--- src/rtl/encdec_pkg.sv ---
// Shared encoder/decoder types, constants and the index-to-one-hot helper.
package encdec_pkg;

  localparam int unsigned N_LINES = 8;
  localparam int unsigned CODE_W  = 3;

  typedef logic [N_LINES-1:0] line_vec_t;
  typedef logic [CODE_W-1:0]  code_t;

  // Output stage occupancy
  typedef enum logic {StEmpty, StFull} oq_state_e;

  // d-index convention: code k drives line k
  function automatic line_vec_t onehot(code_t code);
    line_vec_t vec;
    vec       = '0;
    vec[code] = 1'b1;
    return vec;
  endfunction

endpackage

--- src/rtl/prio_enc8x3.sv ---
// Combinational 8-to-3 priority encoder with selectable priority direction.
module prio_enc8x3
  import encdec_pkg::*;
(
  input  line_vec_t i_vec,
  input  logic      i_low_first,
  output logic      o_found,
  output code_t     o_idx
);

  // Later loop iterations override earlier ones, so scan toward the winning end
  always_comb begin
    o_found = |i_vec;
    o_idx   = '0;
    if (i_low_first) begin
      for (int i = N_LINES - 1; i >= 0; i--) begin
        if (i_vec[i]) o_idx = 3'(i);
      end
    end else begin
      for (int i = 0; i < N_LINES; i++) begin
        if (i_vec[i]) o_idx = 3'(i);
      end
    end
  end

endmodule

--- src/rtl/encoder8x3_event_queue.sv ---
// Collects one-hot event strobes into a pending set and issues them one at a
// time, in priority order, as 3-bit codes through a valid/ready output stage.
module encoder8x3_event_queue
  import encdec_pkg::*;
#(
  parameter int unsigned LOW_FIRST  = 0,
  parameter int unsigned DROP_CNT_W = 8
) (
  input  logic                  i_clk,
  input  logic                  i_rst_n,
  input  logic                  i_en,
  input  logic [7:0]            i_req,
  output logic [2:0]            o_out_code,
  output logic                  o_out_valid,
  input  logic                  i_out_ready,
  output logic [7:0]            o_pending,
  output logic                  o_busy,
  output logic [DROP_CNT_W-1:0] o_drop_cnt
);

  oq_state_e             r_state;
  oq_state_e             w_state_next;
  line_vec_t             r_pending;
  code_t                 r_out_code;
  logic [DROP_CNT_W-1:0] r_drop_cnt;

  line_vec_t             w_cap;
  line_vec_t             w_issue_mask;
  line_vec_t             w_merge;
  logic                  w_found;
  code_t                 w_pick;
  logic                  w_load;
  logic [3:0]            w_merge_cnt;
  logic [DROP_CNT_W:0]   w_drop_sum;

  // Pick is taken from the registered set only, so req never reaches outputs
  prio_enc8x3 u_prio_enc (
    .i_vec       (r_pending),
    .i_low_first (LOW_FIRST != 0),
    .o_found     (w_found),
    .o_idx       (w_pick)
  );

  // Capture, issue and merge bookkeeping for this edge
  always_comb begin
    w_cap        = i_en ? i_req : '0;
    w_load       = ((r_state == StEmpty) || i_out_ready) && w_found;
    w_issue_mask = w_load ? onehot(w_pick) : '0;
    // A bit being issued this edge is re-armed by cap, not merged
    w_merge      = w_cap & r_pending & ~w_issue_mask;
    w_merge_cnt  = '0;
    for (int i = 0; i < N_LINES; i++) begin
      w_merge_cnt = w_merge_cnt + {3'b000, w_merge[i]};
    end
    w_drop_sum = {1'b0, r_drop_cnt} + (DROP_CNT_W + 1)'(w_merge_cnt);
  end

  // Output stage state register
  always_ff @(posedge i_clk) begin
    if (!i_rst_n) r_state <= StEmpty;
    else          r_state <= w_state_next;
  end

  // Output stage next state: load fills, drained ready empties, stall holds
  always_comb begin
    w_state_next = r_state;
    if (w_load) begin
      w_state_next = StFull;
    end else if ((r_state == StFull) && i_out_ready) begin
      w_state_next = StEmpty;
    end
  end

  // Output stage outputs
  always_comb begin
    o_out_valid = (r_state == StFull);
  end

  // Datapath registers: held code, pending set (set beats clear), drop counter
  always_ff @(posedge i_clk) begin
    if (!i_rst_n) begin
      r_out_code <= '0;
      r_pending  <= '0;
      r_drop_cnt <= '0;
    end else begin
      if (w_load) r_out_code <= w_pick;
      r_pending <= (r_pending & ~w_issue_mask) | w_cap;
      if (w_drop_sum[DROP_CNT_W]) r_drop_cnt <= '1;
      else                        r_drop_cnt <= w_drop_sum[DROP_CNT_W-1:0];
    end
  end

  assign o_out_code = r_out_code;
  assign o_pending  = r_pending;
  assign o_drop_cnt = r_drop_cnt;
  assign o_busy     = o_out_valid | (|r_pending);

endmodule

--- config.mk ---
export PLATFORM = sky130hd
export DESIGN_NAME = encoder8x3_event_queue
export DESIGN_NICKNAME = d
export VERILOG_FILES = /design/src/rtl/encdec_pkg.sv /design/src/rtl/prio_enc8x3.sv /design/src/rtl/encoder8x3_event_queue.sv
export SDC_FILE = /design/constraint.sdc
export NUM_CORES = 1
export LEC_CHECK = 0
export CAP_MARGIN = 30
export CORE_MARGIN = 2
export CORE_UTILIZATION = 35
export DETAILED_ROUTE_END_ITERATION = 16
export PLACE_DENSITY_LB_ADDON = 0.2
export SLEW_MARGIN = 20
export SYNTH_ARGS = -nofsm -noshare
export SYNTH_HDL_FRONTEND = slang
export SYNTH_SLANG_ARGS = --single-unit
--- constraint.sdc ---
create_clock -name i_clk -period 8.2 [get_ports i_clk]
set_input_delay 1.64 -clock i_clk [delete_from_list [all_inputs] [get_ports i_clk]]
set_output_delay 1.64 -clock i_clk [all_outputs]
set_load 0.03 [all_outputs]
## Yosys cells after proc, flatten, opt, wreduce, memory -nomap -nowiden

Index checks and enable logic that the tools add are counted.

- Word-level logic and storage cells: 41
- Output and inout port bits: 21
- Flip-flop bits (word level): 20

- Order comparisons: 2
- Bitwise operators: 7
- Muxes and demuxes: 14
- $add $sub $neg: 8
- Reductions and logical operators: 6

Operators by type and width:

| cell | number |
|---|---|
| $and A8 B8 Y8 | 3 |
| $mux W8 | 3 |
| $add A4 B1 Y4 | 4 |
| $mux W3 | 4 |
| $add A8 B4 Y9 | 1 |
| $not A8 Y8 | 1 |
| $or A8 B8 Y8 | 1 |
| $reduce_or A8 Y1 | 1 |
| $add A3 B1 Y4 | 1 |
| $lt A3 B4 Y1 const B | 1 |
| $mux W1 | 4 |
| $mux W2 | 2 |
| $add A2 B1 Y3 | 1 |
| $demux W1 S3 | 1 |
| $ge A3 B1 Y1 const B | 1 |
| $logic_and A1 B1 Y1 | 3 |
| $add A1 B1 Y2 | 1 |
| $reduce_bool A2 Y1 | 1 |
| $logic_or A1 B1 Y1 | 1 |
| $not A1 Y1 | 1 |
| $or A1 B1 Y1 | 1 |

## Logic depth before layout (Yosys ltp)

Gate-level depths: netlist of the first run.

- Word-level depth: 23
- Depth in mapped cells: 15

## Cells and area by module

A second synthesis of the first run with hierarchy kept.

- Cell total of the unflattened synthesis: 145
- Area, all modules: 1244.9 um^2

By module, submodules not included:

| module | area an instance (um^2) | cells each | times used |
|---|---|---|---|
| encoder8x3_event_queue | 1121.1 | 124 | 1 |
| prio_enc8x3 | 123.9 | 21 | 1 |

## Worst setup path before layout of the first run

No wires, ideal clock.

- Path kind: input -> register
- Start point: in i_out_ready
- End point: reg r_drop_cnt[2] (netlist: o_drop_cnt[2])
- Library setup time: 0.115 ns
- Setup slack: 2.607 ns
- Cell stages on the path: 15
- Arrival: 5.478 ns
- Required time: 8.085 ns
- Path buffers: 0
- Cells stage by stage: nand2b_1 > nand2_2 > o41ai_2 > nor2_1 > fa_1 > inv_1 > fa_1 > inv_1 > fa_1 > fa_1 > fa_1 > a211o_1 > o211ai_1 > nor2_1 > o21a_1

- Word-level cells in the longest chain between the ends: 14

Ends and longest elaborated chain:

| item | line | source |
|---|---|---|
| start: declaration | encoder8x3_event_queue.sv:15 | `input logic i_out_ready,` |
| $logic_or A1 B1 Y1 (*) | encoder8x3_event_queue.sv:47 | `w_load = ((r_state == StEmpty) \|\| i_out_ready) && w_found;` |
| $logic_and A1 B1 Y1 (*) | encoder8x3_event_queue.sv:47 |  |
| $mux W8 (*) | encoder8x3_event_queue.sv:48 | `w_issue_mask = w_load ? onehot(w_pick) : '0;` |
| $not A8 Y8 (*) | encoder8x3_event_queue.sv:50 | `w_merge = w_cap & r_pending & ~w_issue_mask;` |
| $and A8 B8 Y8 (*) | encoder8x3_event_queue.sv:50 |  |
| $add A1 B1 Y2 | encoder8x3_event_queue.sv:53 | `w_merge_cnt = w_merge_cnt + {3'b000, w_merge[i]};` |
| $add A2 B1 Y3 | encoder8x3_event_queue.sv:53 |  |
| $add A3 B1 Y4 | encoder8x3_event_queue.sv:53 |  |
| $add A4 B1 Y4 (3 in a row) | encoder8x3_event_queue.sv:53 |  |
| $add A4 B1 Y4 (*) | encoder8x3_event_queue.sv:53 |  |
| $add A8 B4 Y9 (*) | encoder8x3_event_queue.sv:55 | `w_drop_sum = {1'b0, r_drop_cnt} + (DROP_CNT_W + 1)'(w_merge_cnt);` |
| $mux W8 (*) | encoder8x3_event_queue.sv:88 | `if (w_drop_sum[DROP_CNT_W]) r_drop_cnt <= '1;` |
| end signal: assignment | encoder8x3_event_queue.sv:89 | `else r_drop_cnt <= w_drop_sum[DROP_CNT_W-1:0];` |
| end: declaration | encoder8x3_event_queue.sv:25 | `logic [DROP_CNT_W-1:0] r_drop_cnt;` |

Every way passes the cells marked *; elsewhere a longest branch is shown, timed or not.
A chain may end at the register's enable or synchronous reset.

## Worst setup path in the final report of the first run

- Start point: in i_out_ready
- End point: reg r_drop_cnt[3] (netlist: o_drop_cnt[3])

Same word-level chain as after synthesis.

==> results of run 1 <==
==> cell usage after synthesis, types with 3 or more instances <==
library cell	n
o21ai_1	3
nand2b_1	3
o21a_1	4
a211oi_1	3
ha_1	6
a21oi_1	13
nand2_1	13
dfxtp_1	20
o21ai_0	3
fa_1	5
inv_1	8
nor2_1	17
==> routing by layer <==
layer / up-vias / GRT usage
met5: - / 0
met4: 0 / 0.0839
met3: 7 / 0.0252
met2: 32 / 0.261
met1: 495 / 0.188
li1: 532 / -
==> kinds of logic after synthesis <==
kind of cell	count (synthesis)	synth area share
buf+inv	10	0.0327
simple gates	43	0.191
flops	20	0.349
fa+ha+maj	11	0.153
xor+xnor	2	0.0153
compound gates	42	0.259
==> final cells by class <==
type / count / area share
clock buffers: 3 / 0.0144
clock inverters: 1 / 0.0192
inverters: 8 / 0.0192
multi-input cells: 98 / 0.452
flip-flops and latches: 20 / 0.256
well taps: 44 / 0.0351
repair buffers: 32 / 0.204
==> worst max-delay path, delay by kind of cell <==
family	cells	cell delay, ns
compound gates	4	0.94
fa+ha+maj	5	2.45
buf+inv	3	0.58
simple gates	4	0.59
==> power by group through the flow <==
stage	sequential (uW)	clock (uW)	combinational, uW
detailed placement	112	0	65.6
finish	110	82.0	64.9
CTS	110	85.4	65.8
global placement	112	0	65.3
global route	111	87.7	71.2
floorplan	124	0	28.0
==> worst paths after layout <==
check,start,end,slack (ns)
setup / recovery,i_out_ready,o_drop_cnt[3],2.21
hold / removal,o_out_code[2],o_out_code[2],0.50
setup reg to reg,o_pending[5],o_drop_cnt[3],3.35
hold reg to reg,o_out_code[2],o_out_code[2],0.50
==> state kept, by name, indices dropped and copies added (netlist names) <==
name,flops
o_pending,8
o_drop_cnt,8
o_out_valid,1
o_out_code,3
==> per-stage QoR <==
step / total power (uW) / util
2_1_floorplan: 152 / -
3_3_place_gp: 177 / 0.492
3_5_place_dp: 178 / 0.492
4_1_cts: 261 / 0.509
5_1_grt: 270 / 0.509
6_report: 257 / 0.509
==> impl_metrics.ini, run 1 <==
[outcome]
status = completed

[detailed_routing]
wl_per_cell_um = 12.4
top_layer_used = met4
firstDrtPassIters = 4
drtAntennaViolNets = 0
wl_um = 2560
wl_met3_um = 117
viasPerCell = 5.17
vias = 1066
drc = 0
m1WireLength_um = 1190
met2_wirelength_um = 1190
drt_iter0_drc = 37

[placement]
dpl.cell_count = 202
pre_cts_ws_ns = 1.86
io_buffer_count = 32
dpl_cell_area_mm2 = 0.00151
place.gp.congestion = 0.810
dp_hpwl_um = 2040

[floorplanning]
die_y_um = 61.2
die_w_um = 61.2
pin_count = 33
dieArea_mm2 = 0.00375
row_count = 20
coreArea_mm2 = 0.00308
initial_core_util = 0.372

[sta]
fmax_ghz = 0.167
period_needed_ns = 5.99
tightest_slew_ns = 0.456
hold_viol = 0
whs_ns = 0.495
post-route-period-util = 0.731
rsz0062_at_grt = no
finClkSkew_ns = 0.00434
slew_viol_final = 0
maxSlewHeadroom = 0.696
setup_ws_ns = 2.21
setup_violations = 0
finalSetupTns_ns = 0

[finish]
design_area_mm2 = 0.00157
final_cell_mix = 32 x clkdlybuf4s50_1, 20 x dfxtp_1, 17 x nor2_1
n_fill_cell = 320
diodes = 0
final_cells = 206
nNetsFinal = 186
final_common_cell = clkdlybuf4s50_1
area_delta_synth_final_pct = 36.7
drive_above_1_share = 0.0617
multi_input_area_um2 = 708
regArea_um2 = 400

[critical_path]
cp_common_cell = fa_1
slowest_stage = fa_1
cp_slowest_stage_delay_ns = 0.52
end_kind = register
start_kind = input pin
critical_path.cell_chain = clkdlybuf4s50_1, nand2b_1, nand2_2, o41ai_2, nor2_1, fa_1, inv_1, fa_1, inv_1, fa_1, fa_1, fa_1, a211o_1, o211ai_1, nor2_1, o21a_1
r2r_cells = 15
crit_type = in2reg
arrival_ns = 6.21
critPathMaxFanout = 5
cp_data_required_time_ns = 8.42

[cts]
cts_tree = built
htree_levels = 1
holdBufCountCts = 0
clk_latency_ns = 0.31
clockRootBuffer = clkbuf_4
cts_setup_buffers = 0
numCtsBuffers = 3
cts_buffer_depth = 2
clock-sinks = 20
cts-resized-gates = 0
cts.clk_slew.worst_paths_ns = 0.12

[worst_hold_path]
min_path_type = reg2reg
holdPathStages = 2

[logic_synthesis]
synth_edf_count = 0
synthArstFlopShare = 0
ys_seq_elements = 20
synth_nets = 151
yosys.area.top_type_share = 0.349
synth_area_mm2 = 0.00115
netlist_instances = 128
ys_top_cells_by_area = dfxtp_1 35%, fa_1 8.7%, ha_1 6.6%
syn_area_per_cell_um2 = 8.95
synthFlopType = dfxtp_1
yosysSeqAreaShare = 0.349
yosysUniqueCellTypes = 38
ys_warn_count = 0
yosysTopAreaCell = dfxtp_1

[pwr]
p_per_area_mw_per_mm2 = 164
switchingPower_uw = 75.0
p_clk_frac = 0.319
combPwrFrac = 0.253
ir_drop_mv = 0.0603
swShare = 0.292
leakagePower_uw = 0.000641
intPower_uw = 182
sequentialPowerShare = 0.428

[grt]
grt_pass1_wl_um = 4280
grt_pass1_vias = 1053
grt_start_max_net_pins = 15
grt-ovfl-total = 0
grt_antenna_before_repair = 0
track_usage = 0.155

[run]
maxCapViolCount = 0
Note: power is estimated with default switching activity, not from simulation.
==> run 2, diff against run 1 <==
==> constraint.sdc (replaced) <==
create_clock -name i_clk -period 6.2 [get_ports i_clk]
set_input_delay 1.24 -clock i_clk [delete_from_list [all_inputs] [get_ports i_clk]]
set_output_delay 1.24 -clock i_clk [all_outputs]
set_load 0.03 [all_outputs]
==> results of run 2 <==
Same layout as run 1 (identical final DEF). Status: completed.
Main changes from that run: setup slack after placement 1.86 ns -> 0.257 ns; setup slack after layout 2.21 ns -> 0.605 ns; register-to-register setup slack 3.35 ns -> 1.35 ns; total power 257 uW -> 340 uW; worst IR drop on VDD 0.0603 mV -> 0.0798 mV
==> run 3, diff against run 2 <==
--- a/config.mk
+++ b/config.mk
@@ -10,6 +10,7 @@
 export CORE_UTILIZATION = 35
 export DETAILED_ROUTE_END_ITERATION = 16
 export PLACE_DENSITY_LB_ADDON = 0.2
+export RECOVER_POWER = 100
 export SLEW_MARGIN = 20
 export SYNTH_ARGS = -nofsm -noshare
 export SYNTH_HDL_FRONTEND = slang
==> run 3 against run 2 <==
Net effect: core utilization down 0.98 points; sequential power about the same; clock skew barely moved; final cell count unchanged; sequential share of layout area increased by 0.50 points; critical path depth unchanged; clock power is essentially flat; wire length increased by 0.78%; total power decreased by 2.1%; die area is the same; first-iteration DRC count unchanged; largest power group unchanged.
==> impl_metrics.ini, run 3 (same netlist as run 1, synthesis figures left out) <==
[grt]
grt-ovfl-total = 0
grt_antenna_before_repair = 0
track_usage = 0.155
grt_pass1_wl_um = 4280
grt_start_max_net_pins = 15
grt_pass1_vias = 1053

[cts]
cts_buffer_depth = 2
cts-resized-gates = 0
holdBufCountCts = 0
clock-sinks = 20
numCtsBuffers = 3
clockRootBuffer = clkbuf_4
cts.clk_slew.worst_paths_ns = 0.12
htree_levels = 1
cts_setup_buffers = 0
clk_latency_ns = 0.31
cts_tree = built

[finish]
design_area_mm2 = 0.00154
drive_above_1_share = 0.0370
area_delta_synth_final_pct = 34.1
multi_input_area_um2 = 678
final_common_cell = dlygate4sd3_1
diodes = 0
n_fill_cell = 324
nNetsFinal = 186
regArea_um2 = 400
final_cell_mix = 21 x dlygate4sd3_1, 20 x dfxtp_1, 17 x nor2_1

[critical_path]
critPathMaxFanout = 5
rrSetupSlack_ns = 0.83
cp_common_cell = fa_1
cp_slowest_stage_delay_ns = 0.52
start_kind = input pin
cp_data_required_time_ns = 6.42
r2r-end = o_drop_cnt[3]
critical_path.cell_chain = clkdlybuf4s50_1, nand2b_1, nand2_1, o41ai_1, nor2_1, fa_1, inv_1, fa_1, inv_1, fa_1, fa_1, fa_1, a211o_1, o211ai_1, nor2_1, o21a_1
cp_num_buf_inv = 3
slowest_stage = fa_1
r2r_cells = 15
crit_type = in2reg
end_kind = register
path_delay_family = adder cells
r2r-start = o_pending[5]
arrival_ns = 5.95

[detailed_routing]
drt_iter0_drc = 37
wl_per_cell_um = 12.5
wl_um = 2580
drc = 0
vias = 1059
drtAntennaViolNets = 0
firstDrtPassIters = 4
viasPerCell = 5.14

[pwr]
combPwrFrac = 0.242
p_per_area_mw_per_mm2 = 216
leakagePower_uw = 0.000688
p_clk_frac = 0.325
swShare = 0.290
switchingPower_uw = 96.6
intPower_uw = 236
sequentialPowerShare = 0.434
ir_drop_mv = 0.0793

[sta]
setup_violations = 0
finClkSkew_ns = 0.00385
tightest_slew_ns = 0.851
period_needed_ns = 5.73
maxSlewHeadroom = 0.428
rsz0062_at_grt = no
whs_ns = 0.492
fmax_ghz = 0.174
hold_viol = 0
post-route-period-util = 0.925
finalSetupTns_ns = 0
slew_viol_final = 0

[worst_hold_path]
holdPathStages = 2
hp-start = o_out_code[2]
min_path_type = reg2reg
hold_end = o_out_code[2]

[placement]
dpl_cell_area_mm2 = 0.00151
dp_hpwl_um = 2040
place.gp.congestion = 0.810
io_buffer_count = 32

[outcome]
status = completed

[floorplanning]
dieArea_mm2 = 0.00375
initial_core_util = 0.372
die_w_um = 61.2
coreArea_mm2 = 0.00308
die_y_um = 61.2
row_count = 20
pin_count = 33

[run]
maxCapViolCount = 0
-- run 3: cell types whose count changed in the layout (fill, tap and decap cells not counted), sizes merged --
cell           change
dlygate4sd3       +21
clkdlybuf4s50     -21
-- run 3: how the worst max path moves through the flow --
stage,start,end,slack (ns),cells past startpoint
6_report,i_out_ready,o_drop_cnt[3],0.47,16
5_1_grt,i_out_ready,o_drop_cnt[3],0.19,16
4_1_cts,i_out_ready,o_drop_cnt[3],0.60,16
3_5_place_dp,i_out_ready,o_drop_cnt[3],0.26,16
3_3_place_gp,i_out_ready,o_drop_cnt[3],0.34,16
2_1_floorplan,i_out_ready,o_drop_cnt[2],1.01,15
-- run 3: per-layer routing --
metal,global-route usage,up-vias,part of all wire
met2,0.261,28,0.46
met1,0.188,493,0.47
met3,0.0252,7,0.045
li1,-,531,-
met4,0.0839,0,0.025
met5,0,-,0
-- run 3: final cells by class --
type,count,area share
clock buffers,3,0.0147
inverters,8,0.0195
repair buffers,32,0.208
well taps,44,0.0358
multi-input cells,98,0.441
flip-flops and latches,20,0.261
clock inverters,1,0.0195
-- run 3: worst register-to-register path, cell delays in order (launching register included) --
cell	delay, ns
dfxtp_1	0.38
nor4_1	0.77
nand2_1	0.22
o41ai_1	0.38
nor2_1	0.11
fa_1	0.51
inv_1	0.05
fa_1	0.52
inv_1	0.05
fa_1	0.50
fa_1	0.49
fa_1	0.43
a211o_1	0.30
o211ai_1	0.17
nor2_1	0.16
o21a_1	0.21
-- run 3: power groups by stage --
stage	sequential [uW]	clock [uW]	combinational, uW
3_5_place_dp	149	0	86.8
3_3_place_gp	148	0	86.4
4_1_cts	146	113	87.1
5_1_grt	146	116	88.9
2_1_floorplan	164	0	37.1
6_report	144	108	80.4
-- run 3: stage by stage --
stage	cells	worst slack [ns]	utilization	power, uW
6_report	206	0.467	0.499	333
5_1_grt	206	0.187	0.499	351
4_1_cts	206	0.601	0.509	346
3_5_place_dp	202	0.257	0.492	235
3_3_place_gp	202	0.344	0.492	235
2_1_floorplan	128	1.01	-	201
